**src/rtl/decode_pkg.sv**
```systemverilog
// rtl/decode_pkg.sv - shared opcodes, format enum and decoded-instruction struct for the decode stage
package decode_pkg;

    // Base opcodes (instr[6:0])
    localparam logic [6:0] OPC_LUI     = 7'b0110111;
    localparam logic [6:0] OPC_AUIPC   = 7'b0010111;
    localparam logic [6:0] OPC_JAL     = 7'b1101111;
    localparam logic [6:0] OPC_JALR    = 7'b1100111;
    localparam logic [6:0] OPC_BRANCH  = 7'b1100011;
    localparam logic [6:0] OPC_LOAD    = 7'b0000011;
    localparam logic [6:0] OPC_STORE   = 7'b0100011;
    localparam logic [6:0] OPC_OPIMM   = 7'b0010011;
    localparam logic [6:0] OPC_OP      = 7'b0110011;
    localparam logic [6:0] OPC_MISCMEM = 7'b0001111;
    localparam logic [6:0] OPC_SYSTEM  = 7'b1110011;
    // RV64-only opcodes
    localparam logic [6:0] OPC_OPIMM32 = 7'b0011011;
    localparam logic [6:0] OPC_OP32    = 7'b0111011;

    typedef enum logic [2:0] {
        FMT_R    = 3'd0,
        FMT_I    = 3'd1,
        FMT_S    = 3'd2,
        FMT_B    = 3'd3,
        FMT_U    = 3'd4,
        FMT_J    = 3'd5,
        FMT_NONE = 3'd6
    } fmt_e;

    // The immediate is always carried at the widest XLEN; a narrower stage
    // takes the low bits, which is still a correct sign extension.
    localparam int IMM_W = 64;

    typedef struct packed {
        logic [6:0]       opcode;
        logic [4:0]       rd;
        logic [2:0]       funct3;
        logic [4:0]       rs1;
        logic [4:0]       rs2;
        logic [6:0]       funct7;
        fmt_e             fmt;
        logic [IMM_W-1:0] imm;
        logic             illegal;
    } decoded_t;

    localparam decoded_t DECODED_RST = '{
        opcode:  7'd0,
        rd:      5'd0,
        funct3:  3'd0,
        rs1:     5'd0,
        rs2:     5'd0,
        funct7:  7'd0,
        fmt:     FMT_NONE,
        imm:     '0,
        illegal: 1'b0
    };

endpackage

```
**src/rtl/decode_comb.sv**
```systemverilog
// rtl/decode_comb.sv - combinational RV32I/RV64I field split, format select and immediate extraction
//
// Ports:
//   instr_i  raw 32-bit instruction
//   dec_o    decoded fields, format, sign-extended immediate (IMM_W bits), illegal flag
module decode_comb
    import decode_pkg::*;
#(
    parameter int XLEN = 32
) (
    input  logic [31:0] instr_i,
    output decoded_t    dec_o
);

    logic [IMM_W-1:0] imm_i;
    logic [IMM_W-1:0] imm_s;
    logic [IMM_W-1:0] imm_b;
    logic [IMM_W-1:0] imm_u;
    logic [IMM_W-1:0] imm_j;

    // instr[31] is the sign bit of every format; it fills all bits above the
    // highest encoded immediate bit.
    assign imm_i = {{52{instr_i[31]}}, instr_i[31:20]};
    assign imm_s = {{52{instr_i[31]}}, instr_i[31:25], instr_i[11:7]};
    assign imm_b = {{52{instr_i[31]}}, instr_i[7], instr_i[30:25], instr_i[11:8], 1'b0};
    assign imm_u = {{32{instr_i[31]}}, instr_i[31:12], 12'b0};
    assign imm_j = {{44{instr_i[31]}}, instr_i[19:12], instr_i[20], instr_i[30:21], 1'b0};

    always_comb begin
        dec_o         = DECODED_RST;
        dec_o.opcode  = instr_i[6:0];
        dec_o.rd      = instr_i[11:7];
        dec_o.funct3  = instr_i[14:12];
        dec_o.rs1     = instr_i[19:15];
        dec_o.rs2     = instr_i[24:20];
        dec_o.funct7  = instr_i[31:25];
        dec_o.fmt     = FMT_NONE;
        dec_o.imm     = '0;
        dec_o.illegal = 1'b1;

        // Compressed / reserved quadrants are not supported.
        if (instr_i[1:0] == 2'b11) begin
            unique case (instr_i[6:0])
                OPC_LUI, OPC_AUIPC: begin
                    dec_o.fmt     = FMT_U;
                    dec_o.imm     = imm_u;
                    dec_o.illegal = 1'b0;
                end
                OPC_JAL: begin
                    dec_o.fmt     = FMT_J;
                    dec_o.imm     = imm_j;
                    dec_o.illegal = 1'b0;
                end
                OPC_JALR, OPC_LOAD, OPC_OPIMM, OPC_MISCMEM, OPC_SYSTEM: begin
                    dec_o.fmt     = FMT_I;
                    dec_o.imm     = imm_i;
                    dec_o.illegal = 1'b0;
                end
                OPC_STORE: begin
                    dec_o.fmt     = FMT_S;
                    dec_o.imm     = imm_s;
                    dec_o.illegal = 1'b0;
                end
                OPC_BRANCH: begin
                    dec_o.fmt     = FMT_B;
                    dec_o.imm     = imm_b;
                    dec_o.illegal = 1'b0;
                end
                OPC_OP: begin
                    dec_o.fmt     = FMT_R;
                    dec_o.illegal = 1'b0;
                end
                OPC_OPIMM32: begin
                    if (XLEN == 64) begin
                        dec_o.fmt     = FMT_I;
                        dec_o.imm     = imm_i;
                        dec_o.illegal = 1'b0;
                    end
                end
                OPC_OP32: begin
                    if (XLEN == 64) begin
                        dec_o.fmt     = FMT_R;
                        dec_o.illegal = 1'b0;
                    end
                end
                default: begin
                    dec_o.fmt     = FMT_NONE;
                end
            endcase
        end
    end

endmodule

```
**src/rtl/decode_stage.sv**
```systemverilog
// rtl/decode_stage.sv - registered handshaked decode stage with two-entry skid buffer and flush
//
// Ports:
//   clk, rst            clock, synchronous active-high reset
//   flush               drop everything buffered; in-transfer this cycle is discarded
//   in_valid/in_ready   fetch-side handshake; in_instr, in_pc carried with it
//   out_valid/out_ready downstream handshake
//   out_pc, out_opcode, out_rd, out_funct3, out_rs1, out_rs2, out_funct7,
//   out_fmt, out_imm, out_illegal   registered decode results
module decode_stage
    import decode_pkg::*;
#(
    parameter int XLEN = 32
) (
    input  logic            clk,
    input  logic            rst,
    input  logic            flush,
    input  logic            in_valid,
    output logic            in_ready,
    input  logic [31:0]     in_instr,
    input  logic [XLEN-1:0] in_pc,
    output logic            out_valid,
    input  logic            out_ready,
    output logic [XLEN-1:0] out_pc,
    output logic [6:0]      out_opcode,
    output logic [4:0]      out_rd,
    output logic [2:0]      out_funct3,
    output logic [4:0]      out_rs1,
    output logic [4:0]      out_rs2,
    output logic [6:0]      out_funct7,
    output logic [2:0]      out_fmt,
    output logic [XLEN-1:0] out_imm,
    output logic            out_illegal
);

    decoded_t        dec;
    decoded_t        out_q, out_d;
    decoded_t        skid_q, skid_d;
    logic [XLEN-1:0] out_pc_q, out_pc_d;
    logic [XLEN-1:0] skid_pc_q, skid_pc_d;
    logic            out_valid_q, out_valid_d;
    logic            skid_valid_q, skid_valid_d;
    logic            in_xfer;
    logic            out_xfer;

    decode_comb #(.XLEN(XLEN)) u_decode_comb (
        .instr_i (in_instr),
        .dec_o   (dec)
    );

    assign in_ready = !skid_valid_q;
    assign in_xfer  = in_valid && in_ready;
    assign out_xfer = out_valid_q && out_ready;

    always_comb begin
        out_d        = out_q;
        out_pc_d     = out_pc_q;
        out_valid_d  = out_valid_q;
        skid_d       = skid_q;
        skid_pc_d    = skid_pc_q;
        skid_valid_d = skid_valid_q;

        if (flush) begin
            out_valid_d  = 1'b0;
            skid_valid_d = 1'b0;
        end else if (skid_valid_q) begin
            // Skid only fills behind a valid output, so out_valid_q is 1 here
            // and in_ready is 0: the only event is the output draining.
            if (out_ready) begin
                out_d        = skid_q;
                out_pc_d     = skid_pc_q;
                out_valid_d  = 1'b1;
                skid_valid_d = 1'b0;
            end
        end else if (in_xfer) begin
            if (!out_valid_q || out_ready) begin
                out_d       = dec;
                out_pc_d    = in_pc;
                out_valid_d = 1'b1;
            end else begin
                skid_d       = dec;
                skid_pc_d    = in_pc;
                skid_valid_d = 1'b1;
            end
        end else if (out_xfer) begin
            out_valid_d = 1'b0;
        end
    end

    always_ff @(posedge clk) begin
        if (rst) begin
            out_q        <= DECODED_RST;
            out_pc_q     <= '0;
            out_valid_q  <= 1'b0;
            skid_q       <= DECODED_RST;
            skid_pc_q    <= '0;
            skid_valid_q <= 1'b0;
        end else begin
            out_q        <= out_d;
            out_pc_q     <= out_pc_d;
            out_valid_q  <= out_valid_d;
            skid_q       <= skid_d;
            skid_pc_q    <= skid_pc_d;
            skid_valid_q <= skid_valid_d;
        end
    end

    assign out_valid   = out_valid_q;
    assign out_pc      = out_pc_q;
    assign out_opcode  = out_q.opcode;
    assign out_rd      = out_q.rd;
    assign out_funct3  = out_q.funct3;
    assign out_rs1     = out_q.rs1;
    assign out_rs2     = out_q.rs2;
    assign out_funct7  = out_q.funct7;
    assign out_fmt     = out_q.fmt;
    assign out_imm     = out_q.imm[XLEN-1:0];
    assign out_illegal = out_q.illegal;

    // Above XLEN the stored immediate bits are pure sign copies and unused.
    if (XLEN < IMM_W) begin : g_imm_trunc
        logic unused_imm_hi;
        assign unused_imm_hi = ^out_q.imm[IMM_W-1:XLEN];
    end

endmodule

```
**config.mk**
```make
export PLATFORM = sky130hd
export DESIGN_NAME = decode_stage
export DESIGN_NICKNAME = d
export VERILOG_FILES = /design/src/rtl/decode_pkg.sv /design/src/rtl/decode_comb.sv /design/src/rtl/decode_stage.sv
export SDC_FILE = /design/constraint.sdc
export NUM_CORES = 1
export LEC_CHECK = 0
export ABC_AREA = 1
export CAP_MARGIN = 20
export CORE_MARGIN = 2
export CORE_UTILIZATION = 52
export DETAILED_ROUTE_END_ITERATION = 8
export PLACE_DENSITY = 0.92
export SYNTH_ARGS = -nofsm -noshare
export SYNTH_HDL_FRONTEND = slang
export SYNTH_SLANG_ARGS = --single-unit
export TNS_END_PERCENT = 1
```
**constraint.sdc**
```tcl
create_clock -name clk -period 1.8 [get_ports clk]
set_clock_uncertainty 0.1 [all_clocks]
set_input_delay 0.36 -clock clk [delete_from_list [all_inputs] [get_ports clk]]
set_output_delay 0.36 -clock clk [all_outputs]
set_load 0.02 [all_outputs]
```
==> impl_metrics.py <==
metrics = {
    "synthesis": {
        "synth.distinct_cells": 29,
        "synthCells": 1153,
        "ys_seq_area_share_pct": 47.36,
        "synthesis.nets": 1222,
        "synthesis.area_um2": 8538,
        "syn_avg_cell_area_um2": 7.405,
        "ys_ff_latch": 202,
        "yosys_warnings": 0,
    },
    "global_route": {
        "gr-usage-all-layers_pct": 29.03,
        "grt_max_degree": 112,
        "grt-ovfl-total": 0,
        "antenna_found_initial": 0,
        "grt_pass1_vias": 8472,
        "grt_pass1_wl_um": 42320,
    },
    "worst_hold_path": {
        "hold_depth": 4,
        "min_path_type": "input port to flip-flop",
    },
    "worst_setup_path": {
        "cp_max_fo": 5,
        "cp-end-kind": "output port",
        "crit_chain": "inv_4 > dlygate4sd2_1",
        "arrival_ps": 1310,
        "max_stage_delay_ps": 370,
        "reg2reg_depth": 9,
        "worst-path-buf-inv": 2,
        "startpoint_type": "flip-flop",
        "crit_family": "buffers and inverters",
        "cp_num_cells": 2,
        "worstSetupPathType": "flip-flop to output port",
        "critical-path-slowest-cell": "dfxtp_4",
        "cp.required_ps": 1340,
    },
    "power_and_ir_drop": {
        "vdd_ir_drop_max_mv": 0.6527,
        "total_power_mw": 10.21,
        "p_leak_nw": 5.374,
        "power_density_nw_per_um2": 901.0,
    },
    "drt": {
        "vias": 8869,
        "dr.first_iter.drc_count": 851,
        "drt-wirelength-per-cell_um": 16.97,
        "routed_wl_um": 26230,
        "ant_nets": 0,
        "dr.pass1.iters": 7,
        "drc": 0,
        "viasPerCell": 5.737,
    },
    "sta": {
        "period_needed_ps": 1766,
        "finalSetupViolations": 0,
        "setup_tns_ps": 0,
        "min_period_over_period_pct": 98.09,
        "clock.fmax_ghz": 0.5664,
        "finalHoldViolCount": 0,
        "tightest_slew_ps": 531.8,
        "rsz0062_at_grt": "yes",
        "timing.slew.headroom_pct": 64.55,
        "drv_slew": 0,
    },
    "floorplan": {
        "die_y_um": 132.1,
        "io_pins": 171,
        "die_w_um": 132.1,
        "core_um2": 15940,
        "die_area_um2": 17460,
        "row_count": 46,
        "start_util_pct": 53.56,
    },
    "cts": {
        "h-tree-depth": 1,
        "clockBufferDepth": 3,
        "cts_tree": "yes",
        "clock_latency_ps": 490,
        "clock-root-buffer": "clkbuf_16",
        "post-cts-setup-buffers": 0,
        "cts_buffers": 21,
        "clk_pin_slew_worst_paths_ps": 60,
        "numClockSinks": 202,
    },
    "placement": {
        "hpwl_um": 16690,
        "place_congestion": 0.9199,
        "port_buffers": 170,
    },
    "layout": {
        "antennaDiodeCount": 0,
        "area_growth_pct": 32.75,
        "fill_cells": 1227,
        "final_common_cell": "dfxtp_1",
        "fin_nets": 1386,
        "most-common-layout-cells": "201 x dfxtp_1, 185 x nor2_1, 183 x nand2_1, 181 x o21ai_0, 119 x a21oi_1",
        "drive_gt1_share_pct": 10.30,
    },
    "flow_run": {
        "max-cap-violations": 0,
    },
    "run_status": {
        "status": "finished, final reports clean",
    },
}
tightest hold or removal path: stages:
cell            delay, ps
dlymetal6s2s_1        180
inv_1                 100
buf_4                 110
a21oi_1                50
path summary, 6_finish.rpt:
path,startpoint,slack [ps],to
worst max-delay path,skid_valid_q,30,in_ready
worst min-delay path,in_instr[5],250,skid_q[98]
worst max register to register,skid_valid_q,120,out_pc[6]
worst min register to register,skid_pc_q[19],360,out_pc[19]
timing repair:
action,CTS,global route
gates resized for setup,102,7
endpoints found under the setup margin,102,40
cloned,0,0
hold buffers,0,0
synth_stat cells (all sizes together):
| library cell | instances | share of area, % |
|---|---|---|
| nand3 | 35 | 2.7 |
| o211ai | 2 | 0.18 |
| o21ai | 200 | 12 |
| inv | 47 | 2.1 |
| clkbuf | 44 | 1.9 |
| buf | 47 | 3.2 |
| nand3b | 6 | 0.53 |
| o22ai | 2 | 0.15 |
| a21oi | 119 | 7.0 |
| nand2 | 193 | 9.0 |
| a31oi | 51 | 3.7 |
| dfxtp | 202 | 47 |
| nor2 | 194 | 9.5 |
| nand4 | 11 | 0.95 |
per-stage QoR:
step	hold slack [ps]	setup slack (ps)	util (%)	cells	cell area (µm²)
after detailed placement	357.2	-410.0	67.64	1510	10780
after CTS	356.9	12.44	70.95	1546	11310
after global routing	249.6	-25.43	71.10	1546	11330
final	247.4	34.46	71.10	1546	11330
after global placement	351.4	-349.8	67.64	1510	10780
after floorplan	341.2	233.4	-	1153	8538
metal layers:
| metal | vias to the layer above | wire (µm) | GRT usage [%] |
|---|---|---|---|
| met5 | - | 0 | 0 |
| met4 | 0 | 1046 | 13.47 |
| met1 | 4123 | 10480 | 36.66 |
| met3 | 83 | 2221 | 4.498 |
| met2 | 467 | 12490 | 48.87 |
| li1 | 4196 | - | - |
layout make-up:
class,count,area (µm²),area share [%]
sequential,202,4048,35.71
multi-input combinational,813,3896,34.37
timing repair buffer,232,2282,20.13
clock buffer,30,599.3,5.288
tap,216,270.3,2.384
inverter,47,183.9,1.623
clock inverter,6,55.05,0.4857
report_power, final:
group / switching [mW] / internal [mW] / leakage [nW]
clock: 1.74 / 2.45 / 0.327
sequential: 0.0946 / 4.66 / 1.65
combinational: 0.753 / 0.520 / 3.40
sequential cells by signal, summed over array words and instances, names as in the netlist:
name,cells
skid_pc_q,32
out_rs2,5
out_fmt,3
out_imm,32
out_pc,32
out_rd,5
out_opcode,7
out_illegal,1
out_funct7,7
skid_valid_q,1
skid_q,68
out_rs1,5
out_funct3,3
out_valid,1
cell families after synthesis:
kind of cell	share of synthesized area (%)
AOI/OAI and AO/OA	22.80
and+or+nand+nor	22.55
buffers and inverters	7.283
DFF	47.36
(Power assumes the default switching activity.)
